## config.mk

```make
export PLATFORM = sky130hd
export DESIGN_NAME = image_mem_scheduler
export DESIGN_NICKNAME = d
export VERILOG_FILES = /design/src/rtl/image_mem_scheduler.sv
export SDC_FILE = /design/constraint.sdc
export NUM_CORES = 1
export LEC_CHECK = 0
export BUFFER_PORTS_ARGS = -buffer_cell sky130_fd_sc_hd__buf_2
export CAP_MARGIN = 20
export CORE_AREA = 2 2 117 119
export CTS_BUF_LIST = sky130_fd_sc_hd__clkbuf_4 sky130_fd_sc_hd__clkbuf_8
export DETAILED_ROUTE_END_ITERATION = 7
export DIE_AREA = 0 0 119 121
export HOLD_SLACK_MARGIN = 0.06
export PLACE_DENSITY = 0.83
export SYNTH_ARGS = -nofsm -noshare
export SYNTH_HDL_FRONTEND = slang
export SYNTH_SLANG_ARGS = --single-unit
```

## constraint.sdc

```tcl
create_clock -name CLOCK_50 -period 5.7 [get_ports CLOCK_50]
set_input_delay 1.14 -clock CLOCK_50 [delete_from_list [all_inputs] [get_ports CLOCK_50]]
set_output_delay 1.14 -clock CLOCK_50 [all_outputs]
set_load 0.02 [all_outputs]
```

## src/rtl/image_mem_scheduler.sv

```systemverilog
// image_mem_scheduler
//   Owns the single port of the 28x28 image memory and shares it between
//   the cursor writer, the VGA reader, a full-image clear sweep and a burst
//   streamer that hands every pixel, in order, to the inference datapath.
//   Writes are frozen while a stream runs, so inference sees one snapshot.
//
// Ports
//   CLOCK_50, reset          clock, synchronous active-high reset
//   clear_start / clear_busy start / status of the zeroing sweep
//   wr_req/addr/data, wr_ack draw write, held until the 1-cycle ack
//   vga_req/addr, vga_ack    display read, held until the 1-cycle ack
//   vga_rvalid, vga_rdata    read data, one cycle after vga_ack
//   nn_start, nn_busy        stream start pulse / stream in progress
//   nn_valid/ready/data/index/last  pixel stream with backpressure
//   nn_done                  pulse the cycle after the final transfer
//   mem_addr/wdata/we        to image_memory (combinational from grant)
//   mem_rdata                from image_memory, valid cycle after address
module image_mem_scheduler #(
  parameter int GRID_SIZE  = 28,
  parameter int NUM_PIXELS = GRID_SIZE * GRID_SIZE,
  parameter int ADDR_WIDTH = 16,
  parameter int DATA_WIDTH = 32
) (
  input  logic                  CLOCK_50,
  input  logic                  reset,
  input  logic                  clear_start,
  output logic                  clear_busy,
  input  logic                  wr_req,
  input  logic [ADDR_WIDTH-1:0] wr_addr,
  input  logic [DATA_WIDTH-1:0] wr_data,
  output logic                  wr_ack,
  input  logic                  vga_req,
  input  logic [ADDR_WIDTH-1:0] vga_addr,
  output logic                  vga_ack,
  output logic                  vga_rvalid,
  output logic [DATA_WIDTH-1:0] vga_rdata,
  input  logic                  nn_start,
  output logic                  nn_busy,
  output logic                  nn_valid,
  input  logic                  nn_ready,
  output logic [DATA_WIDTH-1:0] nn_data,
  output logic [9:0]            nn_index,
  output logic                  nn_last,
  output logic                  nn_done,
  output logic [ADDR_WIDTH-1:0] mem_addr,
  output logic [DATA_WIDTH-1:0] mem_wdata,
  output logic                  mem_we,
  input  logic [DATA_WIDTH-1:0] mem_rdata
);

  localparam logic [9:0]            LAST_IDX = 10'(NUM_PIXELS - 1);
  localparam logic [ADDR_WIDTH-1:0] NPIX_A   = ADDR_WIDTH'(NUM_PIXELS);

  typedef enum logic [1:0] {S_IDLE, S_CLEAR, S_STREAM} state_t;

  state_t                state;
  logic [9:0]            clr_cnt;
  logic                  clear_pending;
  logic                  rr_last_nn;   // 1: NN won the last NN/VGA grant
  logic [9:0]            iss_idx;      // next pixel to read
  logic                  iss_done;     // all pixels issued
  logic                  inflight;     // NN read issued last cycle
  logic [9:0]            infl_idx;
  logic [1:0]            fifo_cnt;
  logic [DATA_WIDTH-1:0] fifo_data [2];
  logic [9:0]            fifo_idx  [2];
  logic                  vga_oor;

  logic gnt_wr, gnt_vga, gnt_nn, nn_elig, pop, wr_oor;

  assign wr_oor  = wr_addr >= NPIX_A;
  // Reads already in flight count against the FIFO so a landing word
  // always has a slot, whatever the consumer does.
  assign nn_elig = (state == S_STREAM) && !iss_done &&
                   (({1'b0, fifo_cnt} + {2'b0, inflight}) < 3'd2);

  assign nn_valid = fifo_cnt != 2'd0;
  assign nn_data  = nn_valid ? fifo_data[0] : '0;
  assign nn_index = nn_valid ? fifo_idx[0]  : '0;
  assign nn_last  = nn_valid && (fifo_idx[0] == LAST_IDX);
  assign pop      = nn_valid && nn_ready;

  assign vga_rdata = (vga_rvalid && !vga_oor) ? mem_rdata : '0;
  assign wr_ack    = gnt_wr;
  assign vga_ack   = gnt_vga;

  // Grant and memory drive. Nothing is granted while reset is held, so a
  // reset landing mid-sweep stops the write of that very cycle.
  always_comb begin
    gnt_wr    = 1'b0;
    gnt_vga   = 1'b0;
    gnt_nn    = 1'b0;
    mem_addr  = '0;
    mem_wdata = '0;
    mem_we    = 1'b0;
    if (!reset) begin
      case (state)
        S_IDLE: begin
          if (wr_req)       gnt_wr  = 1'b1;
          else if (vga_req) gnt_vga = 1'b1;
        end
        S_CLEAR: begin
          mem_we   = 1'b1;
          mem_addr = ADDR_WIDTH'(clr_cnt);
        end
        S_STREAM: begin
          if (nn_elig && vga_req) begin
            if (rr_last_nn) gnt_vga = 1'b1;
            else            gnt_nn  = 1'b1;
          end else if (nn_elig) begin
            gnt_nn = 1'b1;
          end else if (vga_req) begin
            gnt_vga = 1'b1;
          end
        end
        default: ;
      endcase
      if (gnt_wr) begin
        mem_addr  = wr_addr;
        mem_wdata = wr_data;
        mem_we    = !wr_oor;   // out-of-range writes are acked but dropped
      end else if (gnt_vga) begin
        mem_addr = vga_addr;
      end else if (gnt_nn) begin
        mem_addr = ADDR_WIDTH'(iss_idx);
      end
    end
  end

  always_ff @(posedge CLOCK_50) begin
    if (reset) begin
      state         <= S_IDLE;
      clr_cnt       <= '0;
      clear_pending <= 1'b0;
      clear_busy    <= 1'b0;
      rr_last_nn    <= 1'b0;
      nn_busy       <= 1'b0;
      nn_done       <= 1'b0;
      iss_idx       <= '0;
      iss_done      <= 1'b0;
      inflight      <= 1'b0;
      infl_idx      <= '0;
      fifo_cnt      <= '0;
      fifo_data[0]  <= '0;
      fifo_data[1]  <= '0;
      fifo_idx[0]   <= '0;
      fifo_idx[1]   <= '0;
      vga_rvalid    <= 1'b0;
      vga_oor       <= 1'b0;
    end else begin
      nn_done    <= 1'b0;
      vga_rvalid <= gnt_vga;
      vga_oor    <= vga_addr >= NPIX_A;
      inflight   <= gnt_nn;
      infl_idx   <= iss_idx;
      if (gnt_nn)       rr_last_nn <= 1'b1;
      else if (gnt_vga) rr_last_nn <= 1'b0;

      case (state)
        S_IDLE: begin
          // A pending clear from the last stream behaves like a fresh
          // clear_start and, likewise, beats a same-cycle nn_start.
          if (clear_start || clear_pending) begin
            state         <= S_CLEAR;
            clear_busy    <= 1'b1;
            clear_pending <= 1'b0;
            clr_cnt       <= '0;
          end else if (nn_start) begin
            state    <= S_STREAM;
            nn_busy  <= 1'b1;
            iss_idx  <= '0;
            iss_done <= 1'b0;
            fifo_cnt <= '0;
          end
        end
        S_CLEAR: begin
          if (clr_cnt == LAST_IDX) begin
            state      <= S_IDLE;
            clear_busy <= 1'b0;
          end else begin
            clr_cnt <= clr_cnt + 10'd1;
          end
        end
        S_STREAM: begin
          if (clear_start) clear_pending <= 1'b1;
          if (gnt_nn) begin
            if (iss_idx == LAST_IDX) iss_done <= 1'b1;
            else                     iss_idx  <= iss_idx + 10'd1;
          end
          // Two-entry FIFO, head in slot 0.
          case ({inflight, pop})
            2'b10: begin
              fifo_data[fifo_cnt[0]] <= mem_rdata;
              fifo_idx[fifo_cnt[0]]  <= infl_idx;
              fifo_cnt               <= fifo_cnt + 2'd1;
            end
            2'b01: begin
              fifo_data[0] <= fifo_data[1];
              fifo_idx[0]  <= fifo_idx[1];
              fifo_cnt     <= fifo_cnt - 2'd1;
            end
            2'b11: begin
              if (fifo_cnt == 2'd1) begin
                fifo_data[0] <= mem_rdata;
                fifo_idx[0]  <= infl_idx;
              end else begin
                fifo_data[0] <= fifo_data[1];
                fifo_idx[0]  <= fifo_idx[1];
                fifo_data[1] <= mem_rdata;
                fifo_idx[1]  <= infl_idx;
              end
            end
            default: ;
          endcase
          if (pop && (fifo_idx[0] == LAST_IDX)) begin
            state   <= S_IDLE;
            nn_busy <= 1'b0;
            nn_done <= 1'b1;
          end
        end
        default: state <= S_IDLE;
      endcase
    end
  end

endmodule

```

==> run_results.csv, run 1 <==
group,metric,value,unit
run_status,status,"completed",
sta,setup_viol_count_final,0,
sta,worstMarginPinSlew,1.015,ns
floorplan,num_rows,42,
detailed_routing,antenna_left,0,
finish,final_cell_mix,"233 x buf_2, 109 x and2_1, 84 x edfxtp_1, 55 x nor2b_1, 43 x dfxtp_1",
grt,grt_start_max_net_pins,45,
logic_synthesis,synth_cell_types,55,
grt,grt_pass1_wl,24.80,mm
grt,grt_pass1_vias,4957,
logic_synthesis,synthFlopType,"edfxtp_1",
critical_path,cp.required,4.56,ns
logic_synthesis,synth_edf_count,84,
critical_path,cp-end-kind,"primary output",
finish,final_core_util,61.08,%
critical_path,r2r_start,"fifo_cnt[0]",
floorplan,core,13090,um2
power_and_ir_drop,ir_drop,0.1153,mV
sta,fin_setup_tns,0,ns
critical_path,cp_max_fo,41,
power_and_ir_drop,p_total,0.001989,W
cts,cts_tree,"built",
critical_path,arrival,3.05,ns
sta,fin_hold_ws,0.4924,ns
power_and_ir_drop,powerDensity,248.9,nW/um2
logic_synthesis,synth_warnings,0,
grt,grtUsageTotal,22.07,%
logic_synthesis,syn_area,6314,um2
cts,ctsResizeCount,0,
hold_path,hp-start,"iss_done",
power_and_ir_drop,leakage,3.577,nW
critical_path,slowest_stage,"buf_2",
finish,diodes,0,
logic_synthesis,synthArstFlopShare,0,%
critical_path,crit_start,"reset",
floorplan,ios,234,
cts,cts_buffers,17,
finish,fillers,1081,
sta,hold_viol,0,
detailed_routing,drt_wl_total,15.87,mm
critical_path,crit_chain,"buf_2 > inv_1 > and3_1 > and2_1 > buf_2",
critical_path,cpMostUsedCell,"buf_2",
sta,relSlewSlack,32.05,%
cts,clockBufferDepth,2,
logic_synthesis,avgSynthCellArea,10.58,um2
floorplan,die_h,121,um
detailed_routing,vias_per_cell,5.253,
finish,drive_above_1_share,34.66,%
logic_synthesis,ys_ff_latch,127,
finish,seq_area,3383,um2
cts,ctsHoldBuffers,0,
critical_path,start_kind,"primary input",
floorplan,die-width,119,um
cts,cts.sinks,127,
sta,rsz0062_at_grt,"no",
flow_run,cap_violations,0,
critical_path,crit_type,"primary input to primary output",
cts,cts_setup_buffers,0,
sta,period_share,73.53,%
logic_synthesis,synth_seq_area_share,53.59,%
sta,fin_skew,0.01378,ns
sta,fmax,0.2386,GHz
cts,clkLatencyLatePin,0.42,ns
finish,finalNetCount,922,
critical_path,slowest_delay,0.56,ns
place,numPortBuffers,233,
hold_path,hp-class,"register to register",
detailed_routing,drc,0,
place,hpwl,11.52,mm
logic_synthesis,syn_nets,704,
place,gp_congestion,0.8494,
sta,slew_viol_final,0,
finish,syn_to_final_growth,26.60,%
finish,multi_input_comb_area,2744,um2
sta,layout_min_cycle_time,4.191,ns
logic_synthesis,synth_cells,597,
grt,antenna_found_initial,0,
grt,gr-total-overflow,0,
detailed_routing,drtIter0Drc,333,
detailed_routing,routedWlPerCell,15.80,um
floorplan,initial_utilization,48.25,%
detailed_routing,route.vias.total,5274,
cts,cts.clk_slew.worst_paths,0.07,ns
cts,htree_levels,4,
cts,cts_root_buffer,"clkbuf_8",
detailed_routing,drt-pass1-iter-count,7,
floorplan,dieArea,14400,um2
finish,final_common_cell,"buf_2",
[synth_stat cells (4+ instances only)]
library cell,n,area [um2]
a21oi_1,20,100.1
a22o_1,42,367.9
buf_2,16,80.08
edfxtp_1,84,2522
a31oi_1,4,25.02
nand4_1,5,31.28
clkbuf_1,22,82.58
and3_1,12,75.07
inv_1,9,33.78
nand2_1,33,123.9
ha_1,4,50.05
xor2_1,9,78.83
nor2_1,36,135.1
a22oi_1,7,52.55
or4_1,4,30.03
and2_1,109,681.9
dfxtp_1,43,860.8
nand3_1,19,95.09
nor2b_1,56,350.3
a222oi_1,9,90.09
o21ai_0,4,20.02
[worst max-delay path, delay by kind of cell]
kind | cells | cell delay (ns)
buffers and inverters | 3 | 1.05
and+or+nand+nor | 2 | 0.84
[through the flow]
step                cells  setup WS [ns]  area (um2)
finish               1004          1.509        7993
global route         1004          1.311        7993
CTS                  1002          1.518        7980
detailed placement    970          1.514        7577
global placement      970          1.580        7577
floorplan             597         0.7552        6314
[cell type report]
class / instances / share of cell area (%)
flip-flops and latches: 127 / 42.33
multi-input cells: 421 / 34.33
repair buffers: 239 / 15.12
clock buffers: 26 / 4.008
well taps: 176 / 2.755
clock inverters: 6 / 1.033
inverters: 9 / 0.4227
[final timing paths]
kind	end	slack, ns	cells past startpoint
setup / recovery	mem_wdata[11]	1.51	5
hold / removal	iss_done	0.49	1
setup reg to reg	fifo_idx[1][8]	2.47	7
hold reg to reg	iss_done	0.49	1
[report_power, final]
group          leakage [nW]  switching, W  internal [W]
Clock                 0.216      0.000321      0.000452
Sequential             1.22     0.0000136       0.00101
Combinational          2.14      0.000124     0.0000732
Total                  3.58      0.000458       0.00153
[per-layer routing]
metal	vias to the layer above	routed length, um	GRT usage [%]	share of wire [%]
li1	2585	-	-	-
met1	2421	6575	27.17	41
met2	246	7810	38.11	49
met3	22	1188	5.263	7.5
met4	0	291	7.515	1.8
met5	-	0	0	0
[registers in the layout, indices dropped and copies added, names as in the netlist]
| name | cells |
|---|---|
| clr_cnt | 10 |
| fifo_cnt | 2 |
| fifo_data | 64 |
| inflight | 1 |
| infl_idx | 10 |
| nn_done | 1 |
| clear_busy | 1 |
| vga_oor | 1 |
| rr_last_nn | 1 |
| fifo_idx | 20 |
| nn_busy | 1 |
| iss_done | 1 |
| state | 2 |
| clear_pending | 1 |
| vga_rvalid | 1 |
| iss_idx | 10 |
[kinds of logic (layout without fill, tap and decap cells)]
group / count (synthesis) / in the layout / share of synthesized area (%)
DFF: 127 / 127 / 53.59
muxes: 1 / 1 / 0.1585
AOI/OAI and AO/OA: 110 / 110 / 13.71
xor gates and xnor gates: 10 / 10 / 1.387
adders and majority gates: 4 / 4 / 0.7927
buffers and inverters: 49 / 280 / 3.468
and+or+nand+nor: 296 / 296 / 26.89
Power figures use the tool's default switching activity.
==> run 2, diff against run 1 <==
--- a/config.mk
+++ b/config.mk
@@ -7,12 +7,12 @@
 export LEC_CHECK = 0
 export BUFFER_PORTS_ARGS = -buffer_cell sky130_fd_sc_hd__buf_2
 export CAP_MARGIN = 20
-export CORE_AREA = 2 2 117 119
+export CORE_AREA = 2 2 121 123
 export CTS_BUF_LIST = sky130_fd_sc_hd__clkbuf_4 sky130_fd_sc_hd__clkbuf_8
 export DETAILED_ROUTE_END_ITERATION = 7
-export DIE_AREA = 0 0 119 121
+export DIE_AREA = 0 0 123 125
 export HOLD_SLACK_MARGIN = 0.06
-export PLACE_DENSITY = 0.83
+export PLACE_DENSITY = 0.82
 export SYNTH_ARGS = -nofsm -noshare
 export SYNTH_HDL_FRONTEND = slang
 export SYNTH_SLANG_ARGS = --single-unit
==> constraint.sdc (replaced) <==
create_clock -name CLOCK_50 -period 3.8 [get_ports CLOCK_50]
set_input_delay 0.76 -clock CLOCK_50 [delete_from_list [all_inputs] [get_ports CLOCK_50]]
set_output_delay 0.76 -clock CLOCK_50 [all_outputs]
set_load 0.02 [all_outputs]
==> run_results.csv, run 2 (synthesized netlist as in run 1, its figures left out) <==
group,metric,value,unit
run_status,status,"completed",
grt,gr-total-overflow,0,
cts,cts_setup_buffers,0,
cts,cts.clk_slew.worst_paths,0.07,ns
cts,clockBufferDepth,2,
hold_path,hp-class,"register to register",
cts,cts_tree,"built",
cts,ctsResizeCount,0,
sta,slew_viol_final,0,
sta,relSlewSlack,34.29,%
power_and_ir_drop,seq_power_share,50.4,%
critical_path,slowest_delay,0.58,ns
floorplan,die-width,123,um
finish,reg_top3,"fifo_data x64, fifo_idx x20",
finish,largest_register_ffs,64,
critical_path,arrival,2.51,ns
cts,cts_buffers,17,
power_and_ir_drop,p_int,0.002324,W
power_and_ir_drop,clock_power_share,39.7,%
detailed_routing,drt_wl_total,16.37,mm
detailed_routing,drtIter0Drc,422,
critical_path,crit_chain,"nor2_1 > and2_1 > a222oi_1 > a21oi_1 > buf_2",
grt,grt_pass1_vias,5057,
place,gp_congestion,0.9102,
detailed_routing,route.vias.total,5330,
finish,drive_above_1_share,34.89,%
sta,rsz0062_at_grt,"no",
grt,antenna_found_initial,1,
floorplan,ios,234,
sta,fin_skew,0.01410,ns
floorplan,die_h,125,um
grt,grt_pass1_wl,25.41,mm
power_and_ir_drop,ir_drop,0.1910,mV
detailed_routing,vias_per_cell,5.231,
power_and_ir_drop,p_sw_share,23.44,%
critical_path,cp_max_fo,16,
detailed_routing,antenna_left,0,
cts,clkLatencyLatePin,0.42,ns
floorplan,dieArea,15380,um2
place,pre_cts_ws,0.8513,ns
detailed_routing,drc,0,
sta,layout_setup_ws,0.5302,ns
critical_path,slowest_stage,"and2_1",
finish,syn_to_final_growth,27.72,%
finish,final_cell_mix,"234 x buf_2, 109 x and2_1, 84 x edfxtp_1, 55 x nor2b_1, 43 x dfxtp_1",
finish,top_register,"fifo_data",
critical_path,cp.required,3.04,ns
cts,cts_root_buffer,"clkbuf_8",
sta,fin_setup_tns,0,ns
power_and_ir_drop,powerDensity,376.5,nW/um2
detailed_routing,routedWlPerCell,16.06,um
cts,cts.sinks,127,
sta,layout_min_cycle_time,3.270,ns
cts,ctsHoldBuffers,0,
grt,grt_start_max_net_pins,43,
floorplan,core,14200,um2
sta,hold_viol,0,
critical_path,start_kind,"register",
detailed_routing,drt-pass1-iter-count,8,
grt,grtUsageTotal,21.51,%
sta,period_share,86.05,%
flow_run,cap_violations,0,
sta,fmax,0.3058,GHz
place,hpwl,12.35,mm
finish,finalNetCount,928,
cts,htree_levels,4,
sta,worstMarginPinSlew,0.9822,ns
critical_path,crit_type,"register to primary output",
place,dpl_cell_area,7642,um2
place,numPortBuffers,233,
finish,fin_area,8064,um2
floorplan,initial_utilization,44.45,%
critical_path,cp-end-kind,"primary output",
sta,setup_viol_count_final,0,
power_and_ir_drop,power_frac_comb,9.9,%
power_and_ir_drop,p_switching,0.0007117,W
floorplan,num_rows,44,
finish,final_common_cell,"buf_2",
power_and_ir_drop,leakage,3.598,nW
## run 2: cell count changes in the layout (fill, tap and decap cells not counted), moves of 2 or more
cell / before / now
clkinvlp_4: 0 / 3
inv_4: 2 / 0
buf_4: 5 / 11
clkbuf_4: 6 / 3
## run 2: path summary, 6_finish.rpt
path                      endpoint  slack (ns)         from  cells after the start
setup / recovery       mem_addr[5]        0.53     state[1]                      5
hold / removal          clear_busy        0.50   clear_busy                      2
setup reg to reg  fifo_data[1][30]        1.03  fifo_cnt[0]                      6
hold reg to reg         clear_busy        0.50   clear_busy                      2
## run 2: layout make-up
type,instances,area [um2]
fillers,1258,6140
multi-input cells,421,2741
repair buffers,245,1254
diodes,1,2.502
well taps,184,230.2
flip-flops and latches,127,3383
clock inverters,10,135.1
inverters,9,33.78
clock buffers,22,284.0
## run 2: metal layers
metal | share of wire, % | up-vias | track usage [%] | wire, um
met5 | 0 | - | 0 | 0
met4 | 4.2 | 0 | 10.83 | 684
met3 | 7.2 | 28 | 5.201 | 1172
met2 | 51 | 259 | 37.83 | 8304
met1 | 38 | 2445 | 23.90 | 6205
li1 | - | 2598 | - | -
## run 2: worst max-delay path, delay by kind of cell, from the launching register on
kind	cells	cell delay, ns
AO/OA/AOI/OAI	2	0.49
flip-flops	1	0.47
buffers and inverters	1	0.21
AND/OR/NAND/NOR	2	0.91
## run 2: through the flow
step                power [W]  util (%)  hold WS (ns)  instances
CTS                  0.003063     56.76        0.4968       1018
detailed placement   0.001862     53.81        0.4825        986
floorplan            0.001722         -        0.4482        597
global placement     0.001856     53.77        0.4742        985
global route         0.003158     56.77        0.5280       1019
finish               0.003036     56.77        0.5012       1019
## run 2: power by group through the flow
stage	Clock [W]	Combinational, W	Sequential (W)
after floorplan	0	0.000169	0.00155
after global placement	0	0.000299	0.00156
after detailed placement	0	0.000302	0.00156
after CTS	0.00123	0.000303	0.00153
after global routing	0.00130	0.000328	0.00153
final	0.00121	0.000302	0.00153
==> run 3, diff against run 2 <==
--- a/config.mk
+++ b/config.mk
@@ -7,12 +7,12 @@
 export LEC_CHECK = 0
 export BUFFER_PORTS_ARGS = -buffer_cell sky130_fd_sc_hd__buf_2
 export CAP_MARGIN = 20
-export CORE_AREA = 2 2 121 123
+export CORE_AREA = 2 2 129 131
 export CTS_BUF_LIST = sky130_fd_sc_hd__clkbuf_4 sky130_fd_sc_hd__clkbuf_8
 export DETAILED_ROUTE_END_ITERATION = 7
-export DIE_AREA = 0 0 123 125
+export DIE_AREA = 0 0 131 133
 export HOLD_SLACK_MARGIN = 0.06
-export PLACE_DENSITY = 0.82
+export PLACE_DENSITY = 0.71
 export SYNTH_ARGS = -nofsm -noshare
 export SYNTH_HDL_FRONTEND = slang
 export SYNTH_SLANG_ARGS = --single-unit
==> constraint.sdc (replaced) <==
create_clock -name CLOCK_50 -period 3.2 [get_ports CLOCK_50]
set_input_delay 0.64 -clock CLOCK_50 [delete_from_list [all_inputs] [get_ports CLOCK_50]]
set_output_delay 0.64 -clock CLOCK_50 [all_outputs]
set_load 0.02 [all_outputs]
==> run_results.csv, run 3 (synthesized netlist as in run 1, its figures left out) <==
group,metric,value,unit
run_status,status,"completed",
sta,fin_skew,0.01334,ns
cts,htree_levels,4,
sta,hold_viol,0,
cts,cts.clk_slew.worst_paths,0.07,ns
finish,finalNetCount,933,
sta,fmax,0.3356,GHz
detailed_routing,drt_wl_total,16.63,mm
cts,cts_tree,"built",
detailed_routing,drt-pass1-iter-count,6,
grt,grt_pass1_vias,4980,
floorplan,die_h,133,um
power_and_ir_drop,powerDensity,436.6,nW/um2
floorplan,ios,234,
grt,grtUsageTotal,19.13,%
cts,cts_root_buffer,"clkbuf_8",
power_and_ir_drop,p_total,0.003563,W
grt,antenna_found_initial,2,
floorplan,dieArea,17420,um2
cts,cts_buffers,17,
finish,drive_above_1_share,35.52,%
critical_path,arrival,2.34,ns
hold_path,hp-class,"primary input to register",
critical_path,crit_type,"register to primary output",
detailed_routing,routedWlPerCell,15.67,um
power_and_ir_drop,ir_drop,0.2468,mV
critical_path,cp.required,2.56,ns
floorplan,initial_utilization,39.04,%
sta,period_share,93.12,%
finish,final_common_cell,"buf_2",
grt,grt_pass1_wl,25.21,mm
sta,layout_min_cycle_time,2.980,ns
finish,fin_area,8162,um2
critical_path,cp-end-kind,"primary output",
sta,relSlewSlack,59.87,%
finish,top_register,"fifo_data",
finish,syn_to_final_growth,29.27,%
detailed_routing,drtIter0Drc,313,
detailed_routing,vias_per_cell,5.018,
sta,slew_viol_final,0,
detailed_routing,route.vias.total,5324,
sta,worstMarginPinSlew,0.5939,ns
cts,ctsHoldBuffers,0,
grt,gr-total-overflow,0,
sta,setup_viol_count_final,0,
place,hpwl,12.43,mm
floorplan,core,16170,um2
finish,reg_top3,"fifo_data x64, fifo_idx x20",
critical_path,start_kind,"register",
cts,ctsResizeCount,0,
grt,grt_start_max_net_pins,43,
place,numPortBuffers,233,
cts,cts_setup_buffers,0,
sta,rsz0062_at_grt,"no",
flow_run,cap_violations,0,
floorplan,die-width,131,um
cts,clockBufferDepth,2,
critical_path,cp_max_fo,15,
detailed_routing,antenna_left,0,
cts,cts.sinks,127,
power_and_ir_drop,leakage,3.623,nW
place,dp_cells,1027,
place,dpl_cell_area,7755,um2
detailed_routing,drc,0,
sta,fin_setup_tns,0,ns
finish,instances_no_fill,1061,
floorplan,num_rows,47,
cts,clkLatencyLatePin,0.44,ns
finish,largest_register_ffs,64,
finish,final_cell_mix,"233 x buf_2, 109 x and2_1, 84 x edfxtp_1, 55 x nor2b_1, 43 x dfxtp_1",
place,gp_congestion,0.8874,
[run 3: final cells by class]
type                       count  area, um2
clock inverter                10      110.1
sequential                   127       3383
fill                        1425       8010
tap                          220      275.3
antenna                        2      5.005
multi-input combinational    421       2745
inverter                       9      33.78
clock buffer                  22      290.3
timing repair buffer         250       1319
[run 3: where the power goes]
group / leakage [nW] / internal, W / total, W / switching (W)
logic: 2.21 / 0.000143 / 0.000371 / 0.000228
clock network: 0.200 / 0.000767 / 0.00138 / 0.000615
registers: 1.22 / 0.00179 / 0.00181 / 0.0000206
total: 3.62 / 0.00270 / 0.00356 / 0.000864
[run 3: worst max-delay path, stage by stage, from the launching register on]
cell      delay [ns]
dfxtp_1         0.31
buf_4           0.18
nor2_1          0.27
and2_1          0.43
a222oi_1        0.19
a21oi_1         0.30
buf_2           0.23
[run 3: worst paths after layout]
kind | from | end | slack (ns) | cells past startpoint
min reg2reg | clr_cnt[1] | clr_cnt[1] | 0.50 | 2
max | state[1] | mem_addr[5] | 0.22 | 6
min | nn_ready | nn_done | 0.44 | 3
max reg2reg | fifo_cnt[0] | fifo_data[1][2] | 0.69 | 7
[run 3: through the flow]
| step | util [%] | worst slack, ns | hold WS (ns) |
|---|---|---|---|
| finish | 50.47 | 0.2201 | 0.4391 |
| global route | 50.45 | 0.09155 | 0.4124 |
| CTS | 50.43 | 0.1768 | 0.3932 |
| detailed placement | 47.95 | 0.5336 | 0.4831 |
| global placement | 47.95 | 0.4999 | 0.4770 |
| floorplan | - | 0.4823 | 0.4482 |
[run 3: metal layers]
metal  wire length (um)  vias up  track usage, %  part of all wire [%]
met3               1184       29           4.772                   7.1
met4                685        0           12.06                   4.1
met1               6643     2441           20.99                    40
li1                   -     2605               -                     -
met2               8113      249           32.61                    49
met5                  0        -               0                     0
